<file path="src/rtl/memtest_stat_bcd_pkg.sv">
// memtest_stat_bcd_pkg
//   Shared definitions for the memtest status BCD converter: default count
//   width and digit count, the converter FSM state type, the BCD digit type
//   and the per-digit add-3 correction used by each conversion lane.
package memtest_stat_bcd_pkg;

    localparam int MEMTEST_CNT_W      = 32;
    localparam int MEMTEST_BCD_DIGITS = 10;

    typedef enum logic [1:0] {IDLE, CONV, DONE} state_t;

    typedef logic [3:0] bcd_digit_t;

    // Double-dabble correction: a digit >= 5 would overflow past 9 on the next
    // shift, so pre-add 3. Stays within the digit (no carry out).
    function automatic bcd_digit_t bcd_add3(input bcd_digit_t d);
        return (d >= 4'd5) ? bcd_digit_t'(d + 4'd3) : d;
    endfunction

endpackage

</file>
<file path="src/rtl/memtest_stat_bcd_bin2bcd_lane.sv">
// bin2bcd_lane
//   One shift-and-add-3 conversion datapath. 'load' captures a binary operand
//   and clears the BCD accumulator; each 'step' applies the add-3 correction
//   to every digit and shifts {bcd, bin} left by one. After WIDTH steps 'bcd'
//   holds the packed BCD of the loaded operand (digit 0 in bits [3:0]).
//   Ports: clk, rst_n (async active-low), load, step, load_val[WIDTH], bcd[4*DIGITS].
module bin2bcd_lane
    import memtest_stat_bcd_pkg::*;
#(
    parameter int WIDTH  = MEMTEST_CNT_W,
    parameter int DIGITS = MEMTEST_BCD_DIGITS
) (
    input  logic                  clk,
    input  logic                  rst_n,
    input  logic                  load,
    input  logic                  step,
    input  logic [WIDTH-1:0]      load_val,
    output logic [4*DIGITS-1:0]   bcd
);

    logic [WIDTH-1:0]          bin_q, bin_d;
    logic [4*DIGITS-1:0]       bcd_q, bcd_d;
    logic [4*DIGITS-1:0]       bcd_adj;
    logic [4*DIGITS+WIDTH-1:0] shifted;

    always_comb begin
        bcd_adj = '0;
        for (int i = 0; i < DIGITS; i++) begin
            bcd_adj[4*i +: 4] = bcd_add3(bcd_q[4*i +: 4]);
        end
        shifted = {bcd_adj, bin_q} << 1;

        bin_d = bin_q;
        bcd_d = bcd_q;
        if (load) begin
            bin_d = load_val;
            bcd_d = '0;
        end else if (step) begin
            bin_d = shifted[WIDTH-1:0];
            bcd_d = shifted[WIDTH +: 4*DIGITS];
        end
    end

    always_ff @(posedge clk or negedge rst_n) begin
        if (!rst_n) begin
            bin_q <= '0;
            bcd_q <= '0;
        end else begin
            bin_q <= bin_d;
            bcd_q <= bcd_d;
        end
    end

    assign bcd = bcd_q;

endmodule

</file>
<file path="src/rtl/memtest_stat_bcd.sv">
// memtest_stat_bcd
//   Converts the SDRAM tester's pass/fail counters to packed BCD for the
//   status overlay. A snapshot is taken whenever either count differs from
//   the last snapshot (unless frozen), converted over WIDTH cycles, and the
//   results are published together with a one-cycle 'update' pulse so the
//   display never sees a half-converted value.
//   Optional macro MEMTEST_FIRST_FAIL_EN adds a third lane that captures the
//   pass count at the first failure (ff_bcd/ff_valid); otherwise those ports
//   are tied to 0.
//   Ports: clk, rst_n (async active-low), passcount, failcount, freeze,
//          pass_bcd, fail_bcd, valid, update, busy, ff_bcd, ff_valid.
module memtest_stat_bcd
    import memtest_stat_bcd_pkg::*;
#(
    parameter int WIDTH  = MEMTEST_CNT_W,
    parameter int DIGITS = MEMTEST_BCD_DIGITS
) (
    input  logic                  clk,
    input  logic                  rst_n,
    input  logic [WIDTH-1:0]      passcount,
    input  logic [WIDTH-1:0]      failcount,
    input  logic                  freeze,
    output logic [4*DIGITS-1:0]   pass_bcd,
    output logic [4*DIGITS-1:0]   fail_bcd,
    output logic                  valid,
    output logic                  update,
    output logic                  busy,
    output logic [4*DIGITS-1:0]   ff_bcd,
    output logic                  ff_valid
);

    localparam int CW = $clog2(WIDTH + 1);
`ifdef MEMTEST_FIRST_FAIL_EN
    localparam int LANES = 3;
`else
    localparam int LANES = 2;
`endif

    state_t               state_q, state_d;
    logic [CW-1:0]        cnt_q, cnt_d;
    logic [WIDTH-1:0]     snap_pass_q, snap_pass_d;
    logic [WIDTH-1:0]     snap_fail_q, snap_fail_d;
    logic [4*DIGITS-1:0]  pass_bcd_q, pass_bcd_d;
    logic [4*DIGITS-1:0]  fail_bcd_q, fail_bcd_d;
    logic                 valid_q, valid_d;
    logic                 update_q, update_d;
    logic                 busy_q, busy_d;
    logic                 load, step;

    logic [LANES-1:0]                  lane_load;
    logic [LANES-1:0][WIDTH-1:0]       lane_val;
    logic [LANES-1:0][4*DIGITS-1:0]    lane_bcd;

    always_comb begin
        state_d     = state_q;
        cnt_d       = cnt_q;
        snap_pass_d = snap_pass_q;
        snap_fail_d = snap_fail_q;
        pass_bcd_d  = pass_bcd_q;
        fail_bcd_d  = fail_bcd_q;
        valid_d     = valid_q;
        update_d    = 1'b0;
        busy_d      = busy_q;
        load        = 1'b0;
        step        = 1'b0;
        case (state_q)
            IDLE: begin
                // Comparing against the snapshot (not the previous input)
                // means changes ignored during CONV/DONE are picked up here.
                if (!freeze && (passcount != snap_pass_q || failcount != snap_fail_q)) begin
                    snap_pass_d = passcount;
                    snap_fail_d = failcount;
                    load        = 1'b1;
                    cnt_d       = CW'(WIDTH);
                    busy_d      = 1'b1;
                    state_d     = CONV;
                end
            end
            CONV: begin
                step  = 1'b1;
                cnt_d = cnt_q - 1'b1;
                if (cnt_q == CW'(1)) state_d = DONE;
            end
            DONE: begin
                pass_bcd_d = lane_bcd[0];
                fail_bcd_d = lane_bcd[1];
                valid_d    = 1'b1;
                update_d   = 1'b1;
                busy_d     = 1'b0;
                state_d    = IDLE;
            end
            default: state_d = IDLE;
        endcase
    end

    always_ff @(posedge clk or negedge rst_n) begin
        if (!rst_n) begin
            state_q     <= IDLE;
            cnt_q       <= '0;
            snap_pass_q <= '0;
            snap_fail_q <= '0;
            pass_bcd_q  <= '0;
            fail_bcd_q  <= '0;
            valid_q     <= 1'b0;
            update_q    <= 1'b0;
            busy_q      <= 1'b0;
        end else begin
            state_q     <= state_d;
            cnt_q       <= cnt_d;
            snap_pass_q <= snap_pass_d;
            snap_fail_q <= snap_fail_d;
            pass_bcd_q  <= pass_bcd_d;
            fail_bcd_q  <= fail_bcd_d;
            valid_q     <= valid_d;
            update_q    <= update_d;
            busy_q      <= busy_d;
        end
    end

    for (genvar l = 0; l < LANES; l++) begin : g_lane
        bin2bcd_lane #(.WIDTH(WIDTH), .DIGITS(DIGITS)) u_lane (
            .clk      (clk),
            .rst_n    (rst_n),
            .load     (lane_load[l]),
            .step     (step),
            .load_val (lane_val[l]),
            .bcd      (lane_bcd[l])
        );
    end

`ifdef MEMTEST_FIRST_FAIL_EN
    logic                 ff_arm;
    logic                 ff_pend_q, ff_pend_d;
    logic                 ff_clr_q, ff_clr_d;
    logic                 ff_valid_q, ff_valid_d;
    logic [4*DIGITS-1:0]  ff_bcd_q, ff_bcd_d;

    // First failure: previous snapshot had no fails, the new one has some.
    assign ff_arm = (snap_fail_q == '0) && (failcount != '0);

    always_comb begin
        lane_val  = {passcount, failcount, passcount};
        lane_load = {load & ff_arm, load, load};
    end

    always_comb begin
        ff_pend_d  = ff_pend_q;
        ff_clr_d   = ff_clr_q;
        ff_valid_d = ff_valid_q;
        ff_bcd_d   = ff_bcd_q;
        if (load) begin
            ff_pend_d = ff_arm;
            ff_clr_d  = (failcount == '0);
        end
        if (state_q == DONE) begin
            if (ff_pend_q) begin
                ff_bcd_d   = lane_bcd[2];
                ff_valid_d = 1'b1;
            end else if (ff_clr_q) begin
                ff_bcd_d   = '0;
                ff_valid_d = 1'b0;
            end
        end
    end

    always_ff @(posedge clk or negedge rst_n) begin
        if (!rst_n) begin
            ff_pend_q  <= 1'b0;
            ff_clr_q   <= 1'b0;
            ff_valid_q <= 1'b0;
            ff_bcd_q   <= '0;
        end else begin
            ff_pend_q  <= ff_pend_d;
            ff_clr_q   <= ff_clr_d;
            ff_valid_q <= ff_valid_d;
            ff_bcd_q   <= ff_bcd_d;
        end
    end

    assign ff_bcd   = ff_bcd_q;
    assign ff_valid = ff_valid_q;
`else
    always_comb begin
        lane_val  = {failcount, passcount};
        lane_load = {load, load};
    end

    assign ff_bcd   = '0;
    assign ff_valid = 1'b0;
`endif

    assign pass_bcd = pass_bcd_q;
    assign fail_bcd = fail_bcd_q;
    assign valid    = valid_q;
    assign update   = update_q;
    assign busy     = busy_q;

endmodule

</file>
<file path="config.mk">
export PLATFORM = sky130hd
export DESIGN_NAME = memtest_stat_bcd
export DESIGN_NICKNAME = d
export VERILOG_FILES = /design/src/rtl/memtest_stat_bcd_pkg.sv /design/src/rtl/memtest_stat_bcd_bin2bcd_lane.sv /design/src/rtl/memtest_stat_bcd.sv
export SDC_FILE = /design/constraint.sdc
export NUM_CORES = 1
export LEC_CHECK = 0
export BUFFER_PORTS_ARGS = -buffer_cell sky130_fd_sc_hd__buf_2
export CAP_MARGIN = 30
export CORE_UTILIZATION = 51
export CTS_CLUSTER_DIAMETER = 30
export DETAILED_ROUTE_END_ITERATION = 7
export PLACE_DENSITY = 0.73
export SYNTH_ARGS = -nofsm -noshare
export SYNTH_HDL_FRONTEND = slang
export SYNTH_HIERARCHICAL = 1
export SYNTH_SLANG_ARGS = --single-unit
</file>
<file path="constraint.sdc">
create_clock -name clk -period 3.6 [get_ports clk]
set_clock_uncertainty 0.2 [all_clocks]
set_input_delay 0.18 -clock clk [delete_from_list [all_inputs] [get_ports clk]]
set_output_delay 0.18 -clock clk [all_outputs]
set_load 0.03 [all_outputs]
</file>
==> summary.txt <==
Clock tree
  – TritonCTS Buffers: 69
  – CTS H-Tree Depth: 3
  – TritonCTS sink count: 299
  – CTS root buffer: clkbuf_16
  – Post-CTS setup buffers: 0
  – TritonCTS clock tree: yes
  – Worst-Skew Late Latency: 0.55 ns
  – Max Root-Sink Buffers: 3
  – Clock-pin slew on the worst setup and hold paths: 0.05 ns
  – Post-CTS Hold Buffers: 65
  – Post-CTS Resized: 0

Placed design
  – Placed cell areas: 0.0161 mm²
  – HPWL Detailed: 21000 µm
  – Final GP Congestion: 0.798
  – Count of input and output buffers: 149

Timing
  – Rel. slew slack: 0.428
  – Period utilization: 0.945
  – Fmax: 294 MHz
  – Worst-Margin Slew: 0.859 ns
  – Shortest period the worst path allows: 3.40 ns
  – Max Slew Vio Count: 0
  – Post-Route Setup TNS: 0 ns
  – Final setup viols: 0
  – RSZ-0062 raised after global routing: false
  – Fin. Hold Viols: 0

Yosys
  – EDFF count, synth: 0
  – Ys async rst share: 1.00
  – Syn Area/Cell: 11.6 µm²
  – Synthesis-stage register bit count: 299
  – Synth Flop Type: dfrtp_1
  – Register area share after synthesis: 0.490
  – Synthesized cell area: 0.0153 mm²
  – Ys Warns: 6
  – Yosys cell types: 52
  – Synthesized instance count: 1313

Worst setup path
  – Critical path buffers and inverters: 2
  – CP max stage cell: nor4_1
  – Cell repeated most along the worst path: nor4_1
  – Critical path class: reg -> reg
  – Crit-path max FO: 84
  – Crit. path cell count: 9
  – FF-to-FF setup slack: 0.20 ns
  – Crit path max-delay family: simple AND/OR/NAND/NOR gates
  – Slowest stage delay, CP: 0.51 ns
  – CP arrival: 3.62 ns
  – FF-to-FF path depth: 9
  – Crit start category: register
  – Crit end category: register
  – Cell Chain, Critical Path: xor2_1 -> nor4_1 -> nand4_1 -> nor4_1 -> or4_4 -> inv_6 -> buf_4 -> or4b_1 -> o311ai_1
  – Critical path data required time: 3.82 ns

Drt
  – 1st-iter DRT viols: 806
  – Post-DR vias/cell: 5.51
  – Routed WL per cell: 17.7 µm
  – Final ANT Viol Nets: 0
  – Drt drc: 0
  – DR vias: 10900
  – WL final: 35100 µm
  – Drt pass-1 iters: 5

Floorplan
  – Initial Utilization: 0.524
  – Die height: 175 µm
  – Die width: 175 µm
  – CORE AREA: 0.0291 mm²
  – Die area: 0.0306 mm²
  – Ports: 191
  – Core Rows: 62

Status
  – Status: finished clean

Global routing
  – GRT Overall Usage: 0.235
  – Wire length of the first global-routing pass: 57800 µm
  – Antenna violations before repair: 1
  – Largest net degree at the start of global routing: 114
  – GR Overflow Total: 0
  – Number of global-route vias before repair: 11000

Power and ir drop
  – Areal power density over the cells: 1020 mW/mm²
  – Worst vdd ir: 601 µV
  – Static leakage: 9.10 nW

Layout
  – Final instance area: 0.0191 mm²
  – Final net count: 1658
  – Commonest non-fill, non-tap cell in the layout: dfrtp_1
  – Layout cells sized above 1: 0.280
  – Area grow syn2layout: 25.5%
  – Final core utilization: 0.658
  – Most frequent cells in the layout: 299 x dfrtp_1, 148 x buf_2, 104 x o21ai_0, 91 x nand2_1, 87 x mux2_2

Job
  – MaxCap Viol Count: 0

Min path
  – Hold WC Path Type: in -> async
-- final timing paths --
kind                                  from                  endpoint
max in group asynchronous            rst_n  g_lane[1].u_lane/bcd[32]
min in group clk                    freeze   g_lane[1].u_lane/bcd[3]
min reg2reg                          valid                     valid
max reg2reg                snap_pass_q[22]  g_lane[0].u_lane/bcd[17]
max                        snap_pass_q[22]  g_lane[0].u_lane/bcd[17]
min                                  rst_n           snap_fail_q[13]
-- metrics by stage --
step	total power, W	cells	worst slack (ns)	hold WS [ns]
2_1_floorplan	0.0115	1353	0.875	-0.316
3_3_place_gp	0.0128	1797	0.447	0.119
3_5_place_dp	0.0131	1797	0.346	0.118
4_1_cts	0.0197	1984	0.302	0.118
5_1_grt	0.0208	1985	0.159	0.137
6_report	0.0196	1985	0.198	0.0834
-- area by class of cell --
class / count / area, µm²
multi-input combinational: 891 / 6930
clock buffer: 91 / 1950
inverter: 53 / 211
timing repair buffer: 235 / 1640
antenna: 1 / 2.50
tap: 384 / 480
fill: 2174 / 9950
clock inverter: 31 / 448
sequential: 299 / 7480
-- flip-flops by register name, indices dropped and copies added, names as in the netlist --
name                 cells
g_lane.u_lane/bcd       80
g_lane.u_lane/bin_q     64
fail_bcd                40
pass_bcd                40
snap_fail_q             32
snap_pass_q             32
cnt_q                    6
state_q                  2
busy                     1
update                   1
valid                    1
-- power by group --
part	switching, W	internal (W)	leakage [nW]
clock	0.00193	0.00445	1.17
combinational	0.00386	0.00316	4.21
sequential	0.00128	0.00491	3.72
total	0.00707	0.0125	9.10
-- cells by family after synthesis --
family | count (synthesis) | share of synthesized area
mux | 212 | 0.166
xor+xnor | 81 | 0.0465
other cells | 1 | 0.000246
buf+inv | 163 | 0.0659
flops | 299 | 0.490
simple gates | 275 | 0.0998
compound gates | 240 | 0.0965
fa+ha+maj | 42 | 0.0344
-- routing by layer --
layer / GRT usage / share of wire / vias to the layer above
li1: - / - / 5071
met1: 0.313 / 0.44 / 5476
met2: 0.384 / 0.49 / 325
met3: 0.0450 / 0.048 / 68
met4: 0.0775 / 0.019 / 0
met5: 0 / 0 / -
-- synthesized netlist by cell type, types with 5 or more instances --
cell | count | share of area
nand3b_1 | 6 | 0.0030
nor4_1 | 18 | 0.0074
nand4b_1 | 16 | 0.0092
a21oi_1 | 40 | 0.013
ha_1 | 42 | 0.034
clkbuf_1 | 10 | 0.0025
buf_4 | 57 | 0.028
a21oi_2 | 6 | 0.0034
or4b_1 | 16 | 0.010
nand2b_1 | 25 | 0.010
nor2b_1 | 13 | 0.0053
nor3_1 | 5 | 0.0016
nor2_1 | 21 | 0.0052
buf_6 | 6 | 0.0044
o31ai_1 | 18 | 0.0089
mux2_2 | 87 | 0.064
or2_2 | 5 | 0.0021
nand4_1 | 8 | 0.0033
dfrtp_1 | 299 | 0.49
nand3_1 | 22 | 0.0072
o21ai_0 | 104 | 0.034
o311ai_1 | 16 | 0.0092
buf_12 | 6 | 0.0079
inv_1 | 53 | 0.013
nand2_1 | 91 | 0.022
xor2_1 | 80 | 0.046
o21ai_1 | 6 | 0.0020
mux2_4 | 60 | 0.059
buf_2 | 30 | 0.0098
or3_1 | 14 | 0.0057
mux2i_1 | 64 | 0.042
a31oi_1 | 14 | 0.0057
a22oi_1 | 8 | 0.0039
No activity file was read; power rests on OpenSTA's default activity.
